## config.mk

```make
export PLATFORM = sky130hd
export DESIGN_NAME = lsu_mem_stage
export DESIGN_NICKNAME = d
export VERILOG_FILES = /design/src/rtl/riscv_pkg.sv /design/src/rtl/lsu_load_align.sv /design/src/rtl/lsu_mem_stage.sv
export SDC_FILE = /design/constraint.sdc
export NUM_CORES = 1
export LEC_CHECK = 0
export BUFFER_PORTS_ARGS = -buffer_cell sky130_fd_sc_hd__buf_4
export CORE_MARGIN = 2
export CORE_UTILIZATION = 44
export DETAILED_ROUTE_END_ITERATION = 6
export PLACE_DENSITY = 0.7
export SYNTH_ARGS = -nofsm -noshare
export SYNTH_HDL_FRONTEND = slang
export SYNTH_SLANG_ARGS = --single-unit
export TNS_END_PERCENT = 50
```

## constraint.sdc

```tcl
create_clock -name clk -period 6.4 [get_ports clk]
set_clock_uncertainty 0.2 [all_clocks]
set_input_delay 0.96 -clock clk [delete_from_list [all_inputs] [get_ports clk]]
set_output_delay 0.96 -clock clk [all_outputs]
set_load 0.02 [all_outputs]
```

## src/rtl/riscv_pkg.sv

```systemverilog
// Shared RV32I memory-access definitions: funct3 encodings, LSU state type and access helpers.
package riscv_pkg;

    localparam logic [2:0] F3_LB  = 3'b000;
    localparam logic [2:0] F3_LH  = 3'b001;
    localparam logic [2:0] F3_LW  = 3'b010;
    localparam logic [2:0] F3_LBU = 3'b100;
    localparam logic [2:0] F3_LHU = 3'b101;
    localparam logic [2:0] F3_SB  = 3'b000;
    localparam logic [2:0] F3_SH  = 3'b001;
    localparam logic [2:0] F3_SW  = 3'b010;

    typedef enum logic [1:0] {IDLE, REQ, WAIT, DONE} lsu_state_t;

    function automatic logic lsu_access_legal(logic rd, logic wr, logic [2:0] f3, logic [1:0] off);
        logic f3_ok;
        logic align_ok;
        if (rd) f3_ok = f3 inside {F3_LB, F3_LH, F3_LW, F3_LBU, F3_LHU};
        else    f3_ok = f3 inside {F3_SB, F3_SH, F3_SW};
        case (f3[1:0])
            2'b00:   align_ok = 1'b1;
            2'b01:   align_ok = ~off[0];
            2'b10:   align_ok = (off == 2'b00);
            default: align_ok = 1'b0;
        endcase
        return f3_ok & align_ok & ~(rd & wr);
    endfunction

    function automatic logic [3:0] lsu_byte_en(logic [2:0] f3, logic [1:0] off);
        case (f3[1:0])
            2'b00:   return 4'b0001 << off;
            2'b01:   return 4'b0011 << off;
            default: return 4'b1111;
        endcase
    endfunction

    // Replicate store data across every lane so the byte enables alone select the target.
    function automatic logic [31:0] lsu_store_data(logic [2:0] f3, logic [31:0] w);
        case (f3[1:0])
            2'b00:   return {4{w[7:0]}};
            2'b01:   return {2{w[15:0]}};
            default: return w;
        endcase
    endfunction

endpackage

```

## src/rtl/lsu_load_align.sv

```systemverilog
// Shifts a bus read word down to the accessed lane and sign/zero-extends it per funct3.
module lsu_load_align (
    input  logic [31:0] rdata,
    input  logic [1:0]  addr_lo,
    input  logic [2:0]  funct3,
    output logic [31:0] result
);
    import riscv_pkg::*;

    logic [31:0] shifted;

    always_comb begin
        shifted = rdata >> {addr_lo, 3'b000};
        case (funct3)
            F3_LB:   result = {{24{shifted[7]}}, shifted[7:0]};
            F3_LBU:  result = {24'b0, shifted[7:0]};
            F3_LH:   result = {{16{shifted[15]}}, shifted[15:0]};
            F3_LHU:  result = {16'b0, shifted[15:0]};
            default: result = shifted;
        endcase
    end

endmodule

```

## src/rtl/lsu_mem_stage.sv

```systemverilog
// Load/store unit at the execute/memory boundary: one access at a time on a req/gnt/rvalid bus,
// with misalignment, illegal-op and timeout detection.
module lsu_mem_stage #(
    parameter int unsigned TIMEOUT_CYCLES = 255
) (
    input  logic        clk,
    input  logic        rst,
    input  logic        ex_valid,
    input  logic        mem_read,
    input  logic        mem_write,
    input  logic [2:0]  funct3,
    input  logic [31:0] addr,
    input  logic [31:0] wdata,
    output logic        stall,
    output logic        done,
    output logic [31:0] load_data,
    output logic        lsu_err,
    output logic        bus_req,
    output logic        bus_we,
    output logic [31:0] bus_addr,
    output logic [3:0]  bus_be,
    output logic [31:0] bus_wdata,
    input  logic        bus_gnt,
    input  logic        bus_rvalid,
    input  logic [31:0] bus_rdata
);
    import riscv_pkg::*;

    localparam int unsigned     CntW    = $clog2(TIMEOUT_CYCLES + 1);
    localparam logic [CntW-1:0] CntLast = CntW'(TIMEOUT_CYCLES - 1);

    lsu_state_t      state_q, state_d;
    logic [CntW-1:0] cnt_q, cnt_d;
    logic            err_q, err_d;
    logic            we_q, we_d;
    logic [31:0]     addr_q, addr_d;
    logic [31:0]     wdata_q, wdata_d;
    logic [31:0]     load_data_q, load_data_d;
    logic [2:0]      funct3_q, funct3_d;
    logic [3:0]      be_q, be_d;
    logic            mem_op;
    logic [31:0]     aligned;

    lsu_load_align u_align (
        .rdata   (bus_rdata),
        .addr_lo (addr_q[1:0]),
        .funct3  (funct3_q),
        .result  (aligned)
    );

    assign mem_op = ex_valid & (mem_read | mem_write);

    always_comb begin
        state_d     = state_q;
        cnt_d       = cnt_q;
        err_d       = err_q;
        we_d        = we_q;
        addr_d      = addr_q;
        wdata_d     = wdata_q;
        load_data_d = load_data_q;
        funct3_d    = funct3_q;
        be_d        = be_q;
        unique case (state_q)
            IDLE: begin
                if (mem_op) begin
                    if (!lsu_access_legal(mem_read, mem_write, funct3, addr[1:0])) begin
                        err_d   = 1'b1;
                        state_d = DONE;
                    end else begin
                        err_d    = 1'b0;
                        cnt_d    = '0;
                        we_d     = mem_write;
                        addr_d   = addr;
                        funct3_d = funct3;
                        be_d     = lsu_byte_en(funct3, addr[1:0]);
                        wdata_d  = lsu_store_data(funct3, wdata);
                        state_d  = REQ;
                    end
                end
            end
            REQ: begin
                cnt_d = cnt_q + CntW'(1);
                // A grant in the final allowed cycle still completes the access.
                if (bus_gnt) begin
                    state_d = we_q ? DONE : WAIT;
                end else if (cnt_q == CntLast) begin
                    err_d   = 1'b1;
                    state_d = DONE;
                end
            end
            WAIT: begin
                cnt_d = cnt_q + CntW'(1);
                if (bus_rvalid) begin
                    load_data_d = aligned;
                    state_d     = DONE;
                end else if (cnt_q == CntLast) begin
                    err_d   = 1'b1;
                    state_d = DONE;
                end
            end
            DONE:    state_d = IDLE;
            default: state_d = IDLE;
        endcase
    end

    always_ff @(posedge clk) begin
        if (rst) begin
            state_q     <= IDLE;
            cnt_q       <= '0;
            err_q       <= 1'b0;
            we_q        <= 1'b0;
            addr_q      <= '0;
            wdata_q     <= '0;
            load_data_q <= '0;
            funct3_q    <= '0;
            be_q        <= '0;
        end else begin
            state_q     <= state_d;
            cnt_q       <= cnt_d;
            err_q       <= err_d;
            we_q        <= we_d;
            addr_q      <= addr_d;
            wdata_q     <= wdata_d;
            load_data_q <= load_data_d;
            funct3_q    <= funct3_d;
            be_q        <= be_d;
        end
    end

    assign stall     = ((state_q == IDLE) & mem_op) | (state_q == REQ) | (state_q == WAIT);
    assign done      = (state_q == DONE);
    assign lsu_err   = (state_q == DONE) & err_q;
    assign load_data = load_data_q;
    assign bus_req   = (state_q == REQ);
    assign bus_we    = we_q;
    assign bus_addr  = {addr_q[31:2], 2'b00};
    assign bus_be    = be_q;
    assign bus_wdata = wdata_q;

endmodule

```

==> results_dict.tcl, run 1 <==
set metrics [dict create \
    route.detailed.drc 0 \
    yosysMostFrequentCell "nand2_1" \
    diodes 0 \
    async_flop_share_pct 0 \
    drtIter0Drc 277 \
    num_vias 5233 \
    dieArea_mm2 0.0132 \
    gp_congestion 0.848 \
    ys.flop_type "dfxtp_1" \
    fin_nets 940 \
    grt_first_pass_wirelength_mm 24.7 \
    synth_area_mm2 0.00543 \
    p_per_area_mw_per_mm2 319 \
    initial_core_util_pct 45.2 \
    antenna_found_initial 0 \
    hold_class "flop to flop" \
    critical_path_class "input port to flop" \
    endpoint_kind "flop" \
    crit_family "simple AND/OR/NAND/NOR gates" \
    clk_latency_ns 0.41 \
    slew-limit-headroom_pct 24.3 \
    ios 211 \
    root_buffer "clkbuf_16" \
    synth_edf_count 0 \
    worst_pin_slew_ns 1.14 \
    core-area_mm2 0.0120 \
    cap_violations 0 \
    ys_ff_latch 115 \
    routedWlPerCell_um 15.9 \
    cts_made_buffers 17 \
    period_share_pct 48.5 \
    h-tree-depth 4 \
    critPathLaunchType "input port" \
    hpwl_mm 11.2 \
    ys_types 47 \
    crit_buf_inv 1 \
    grt_max_degree 93 \
    hold_viol_final 0 \
    drive_gt1_share_pct 31.9 \
    synth_seq_area_share_pct 42.4 \
    grt-ovfl-total 0 \
    avgSynthCellArea_um2 8.00 \
    outcome "finished, final reports clean" \
    slowest_stage "nand2b_2" \
    syn_inst 679 \
    slowest_delay_ns 0.95 \
    die_h_um 115 \
    rsz0062_at_grt "false" \
    critical_path.cell_chain "buf_4, a21oi_1, a21oi_1, nand2b_2, nor2_1, nor3_1" \
    postCtsResizedCells 0 \
    yosysTopAreaCell "dfxtp_1" \
    placed_area_mm2 0.00677 \
    final_antenna_net_count 0 \
    period_needed_ns 3.10 \
    cts_buffer_depth 2 \
    critPathMaxFanout 57 \
    cts_tree "done" \
    cts_hold_buffers 0 \
    fp.dieW_um 115 \
    finalWirelength_mm 15.7 \
    worst_path_most_repeated_cell "a21oi_1" \
    critPathArrivalTime_ns 3.22 \
    vias_per_cell 5.30 \
    syn2layout_area_growth_pct 36.8 \
    yosysTopAreaCellShare_pct 42.4 \
    drtPass1Iterations 4 \
    maxSlewViolCount 0 \
    yosysWarnings 0 \
    yosys-top-cells-area "dfxtp_1 42%, nand2_1 11%, a21oi_1 8.3%, mux2i_1 5.0%, buf_4 4.4%" \
    clk_pin_slew_ns 0.05 \
    finalSetupTns_ns 0 \
    setup_viol 0 \
    grt_pass1_vias 4920 \
    io_buffer_count 208 \
    crit_required_ns 6.52 \
    leakagePower_uw 0.00306 \
    cts.sink_count 115 \
    design_area_mm2 0.00743 \
    post_cts_buffers 0 \
    fmax_mhz 322 \
    synthTopCellsByCount "160 x nand2_1, 115 x dfxtp_1, 90 x a21oi_1" \
    vdd_ir_drop_max_uv 150 \
    num_rows 40 \
    grt.total_usage_pct 23.5 \
]
[registers in the layout, summed over array words and instances (netlist names)]
| register | count |
|---|---|
| cnt_q | 8 |
| funct3_q | 3 |
| addr_q | 32 |
| err_q | 1 |
| bus_we | 1 |
| bus_be | 4 |
| load_data | 32 |
| state_q | 2 |
| bus_wdata | 32 |
[layer usage]
layer	wire length (um)	global-route usage, %
met1	6850	29.7
met2	7680	38.7
met3	954	6.54
met4	227	8.43
met5	0	0
[kinds of logic (layout without fill, tap and decap cells)]
group	Yosys count	after routing	share of synthesized area, %
other	1	2	0.0691
muxes	43	43	8.50
DFF	115	115	42.4
xor gates and xnor gates	6	6	0.968
adders and majority gates	6	6	1.38
AOI/OAI and AO/OA	183	183	19.7
and+or+nand+nor	236	236	18.4
buffers and inverters	89	250	8.59
[worst paths after layout]
path | cells past startpoint | slack [ns] | start | to
setup / recovery | 6 | 3.30 | funct3[0] | cnt_q[3]
hold / removal | 2 | 0.25 | addr_q[6] | addr_q[6]
setup reg to reg | 5 | 3.43 | addr_q[1] | load_data[29]
hold reg to reg | 2 | 0.25 | addr_q[6] | addr_q[6]
[area by class of cell]
type                       instances  area [um^2]
sequential                       115         2300
timing repair buffer             210         1580
tap                              147          184
clock buffer                      19          453
inverter                           8         30.0
multi-input combinational        476         2680
clock inverter                    13          205
fill                            1058         4590
[through the flow]
step / power (uW) / util [%] / setup WS (ns) / cells / hold WS [ns]
after floorplan: 1140 / - / 3.63 / 680 / 0.237
after CTS: 2390 / 61.8 / 3.29 / 988 / 0.257
after global placement: 1330 / 56.3 / 3.00 / 956 / 0.243
final: 2370 / 61.8 / 3.30 / 988 / 0.253
after detailed placement: 1340 / 56.3 / 2.87 / 956 / 0.250
after global routing: 2480 / 61.8 / 3.00 / 988 / 0.276
[where the power goes]
group / internal (uW) / total, uW / switching [uW]
Combinational: 209 / 500 / 291
Sequential: 783 / 827 / 44.3
Clock: 710 / 1040 / 334
Total: 1700 / 2370 / 669
[cells in the final DEF (no fill, tap or decap), types with 2 or more instances in the layout]
cell type / n
buf_4: 210
nand2_1: 160
dfxtp_1: 115
a21oi_1: 90
o21ai_0: 45
nor2_1: 35
mux2i_1: 27
clkbuf_16: 17
mux2_2: 15
o211ai_1: 15
nor3_1: 14
a211oi_1: 10
a311oi_1: 9
inv_1: 7
ha_1: 6
xnor2_1: 5
bufinv_16: 5
nor2b_1: 4
a2111oi_0: 4
and2_1: 3
nand3_1: 3
clkinvlp_4: 3
clkinv_2: 3
nand2b_1: 2
nor4_1: 2
a211oi_2: 2
a32o_1: 2
conb_1: 2
clkbuf_8: 2
[worst min-delay path, delay by kind of cell (launching register included)]
family / cells / cell delay, ns
AO/OA/AOI/OAI: 1 / 0.05
flip-flops: 1 / 0.30
AND/OR/NAND/NOR: 1 / 0.05
(Power assumes the default switching activity.)
==> inputs of run 2 (changes only) <==
==> constraint.sdc (replaced) <==
create_clock -name clk -period 2.9 [get_ports clk]
set_clock_uncertainty 0.2 [all_clocks]
set_input_delay 0.435 -clock clk [delete_from_list [all_inputs] [get_ports clk]]
set_output_delay 0.435 -clock clk [all_outputs]
set_load 0.02 [all_outputs]
==> results_dict.tcl, run 2 (synthesis results as in run 1) <==
set metrics [dict create \
    cts_hold_buffers 0 \
    postCtsResizedCells 0 \
    drive_gt1_share_pct 32.4 \
    hold_class "input port to flop" \
    diodes 0 \
    cts.sink_count 115 \
    outcome "finished, final reports clean" \
    vdd_ir_drop_max_uv 497 \
    period_share_pct 90.3 \
    io_buffer_count 208 \
    core-area_mm2 0.0120 \
    dieArea_mm2 0.0132 \
    multiInputGateArea_mm2 0.00268 \
    hpwl_mm 11.2 \
    antenna_found_initial 0 \
    post_cts_buffers 0 \
    die_h_um 115 \
    clk_latency_ns 0.41 \
    fmax_mhz 382 \
    h-tree-depth 4 \
    internal_power_uw 3570 \
    vias_per_cell 5.29 \
    comb_power_share_pct 22.2 \
    finalWirelength_mm 15.6 \
    gp_congestion 0.861 \
    num_vias 5266 \
    num_rows 40 \
    setup_viol 0 \
    power_switching_uw 1460 \
    fin_nets 948 \
    clk_pin_slew_ns 0.05 \
    critical_path_class "flop to flop" \
    routedWlPerCell_um 15.7 \
    final_cell_mix "217 x buf_4, 160 x nand2_1, 115 x dfxtp_1, 90 x a21oi_1, 45 x o21ai_0" \
    seq_area_mm2 0.00230 \
    cts_made_buffers 17 \
    p_per_area_mw_per_mm2 676 \
    critPathArrivalTime_ns 2.75 \
    finalSetupTns_ns 0 \
    critPathMaxFanout 6 \
    cts_tree "done" \
    grt_first_pass_wirelength_mm 24.9 \
    route.detailed.drc 0 \
    syn2layout_area_growth_pct 37.0 \
    cts_buffer_depth 2 \
    leakagePower_uw 0.00309 \
    power_frac_seq_pct 36.2 \
    critPathLaunchType "flop" \
    maxSlewViolCount 0 \
    fp.dieW_um 115 \
    period_needed_ns 2.62 \
    initial_core_util_pct 45.2 \
    root_buffer "clkbuf_16" \
    swShare_pct 29.1 \
    worst_pin_slew_ns 0.735 \
    mostFrequentLayoutCell "buf_4" \
    grt.total_usage_pct 23.6 \
    endpoint_kind "flop" \
    crit_required_ns 3.03 \
    final_antenna_net_count 0 \
    hold_viol_final 0 \
    grt-ovfl-total 0 \
    slew-limit-headroom_pct 50.9 \
    drtPass1Iterations 5 \
    hold_ws_ns 0.0665 \
    grt_max_degree 90 \
    rsz0062_at_grt "false" \
    final_cells 996 \
    grt_pass1_vias 5076 \
    ios 211 \
    cap_violations 0 \
    drtIter0Drc 294 \
    fill_cells 1074 \
    dp_cells 964 \
    clockPowerShare_pct 41.6 \
]
-- run 2: cell count changes in the layout (fill, tap and decap cells not counted), sizes merged --
cell      before  now
buf          210  218
clkbuf        19   23
bufinv         5    2
clkinv         5    7
clkinvlp       3    1
inv            8    7
-- run 2: through the flow --
| step | power (uW) | cell area (um^2) | setup slack (ns) | utilization (%) |
|---|---|---|---|---|
| global route | 5250 | 7440 | 0.201 | 61.9 |
| detailed placement | 2960 | 6840 | 0.394 | 56.9 |
| floorplan | 2510 | 5430 | 0.588 | - |
| finish | 5030 | 7440 | 0.280 | 61.9 |
| global placement | 2930 | 6840 | 0.495 | 56.9 |
| CTS | 5060 | 7440 | 0.310 | 61.9 |
-- run 2: final cells by class --
class,count,area share (%)
well taps,147,2.47
clock inverters,9,1.36
repair buffers,218,22.2
clock buffers,23,6.69
inverters,8,0.404
multi-input cells,476,36.0
flip-flops and latches,115,30.9
-- run 2: worst max-delay path: stages, from the launching register on --
cell      delay (ns)
dfxtp_1         0.41
inv_1           0.10
ha_1            0.34
nor2b_1         0.26
a31oi_1         0.15
or2_4           0.33
or4_4           0.52
a211oi_2        0.22
-- run 2: path summary, 6_finish.rpt --
kind | slack [ns] | cells past startpoint | end | start
setup / recovery | 0.28 | 7 | cnt_q[7] | state_q[1]
hold / removal | 0.07 | 3 | addr_q[29] | addr[29]
setup reg to reg | 0.28 | 7 | cnt_q[7] | state_q[1]
hold reg to reg | 0.25 | 2 | addr_q[17] | addr_q[17]
-- run 2: power by group through the flow --
stage | logic [uW] | clock network [uW] | registers [uW]
after CTS | 1120 | 2120 | 1820
after global routing | 1220 | 2190 | 1840
after global placement | 1090 | 0 | 1840
after detailed placement | 1110 | 0 | 1850
final | 1120 | 2090 | 1820
after floorplan | 562 | 0 | 1950
-- run 2: metal layers --
metal  track usage (%)  part of all wire [%]  vias up
li1                  -                     -     2610
met3              4.90                   6.0       28
met4              10.7                   2.6        0
met1              30.0                    44     2436
met2              38.7                    47      192
met5                 0                     0        -
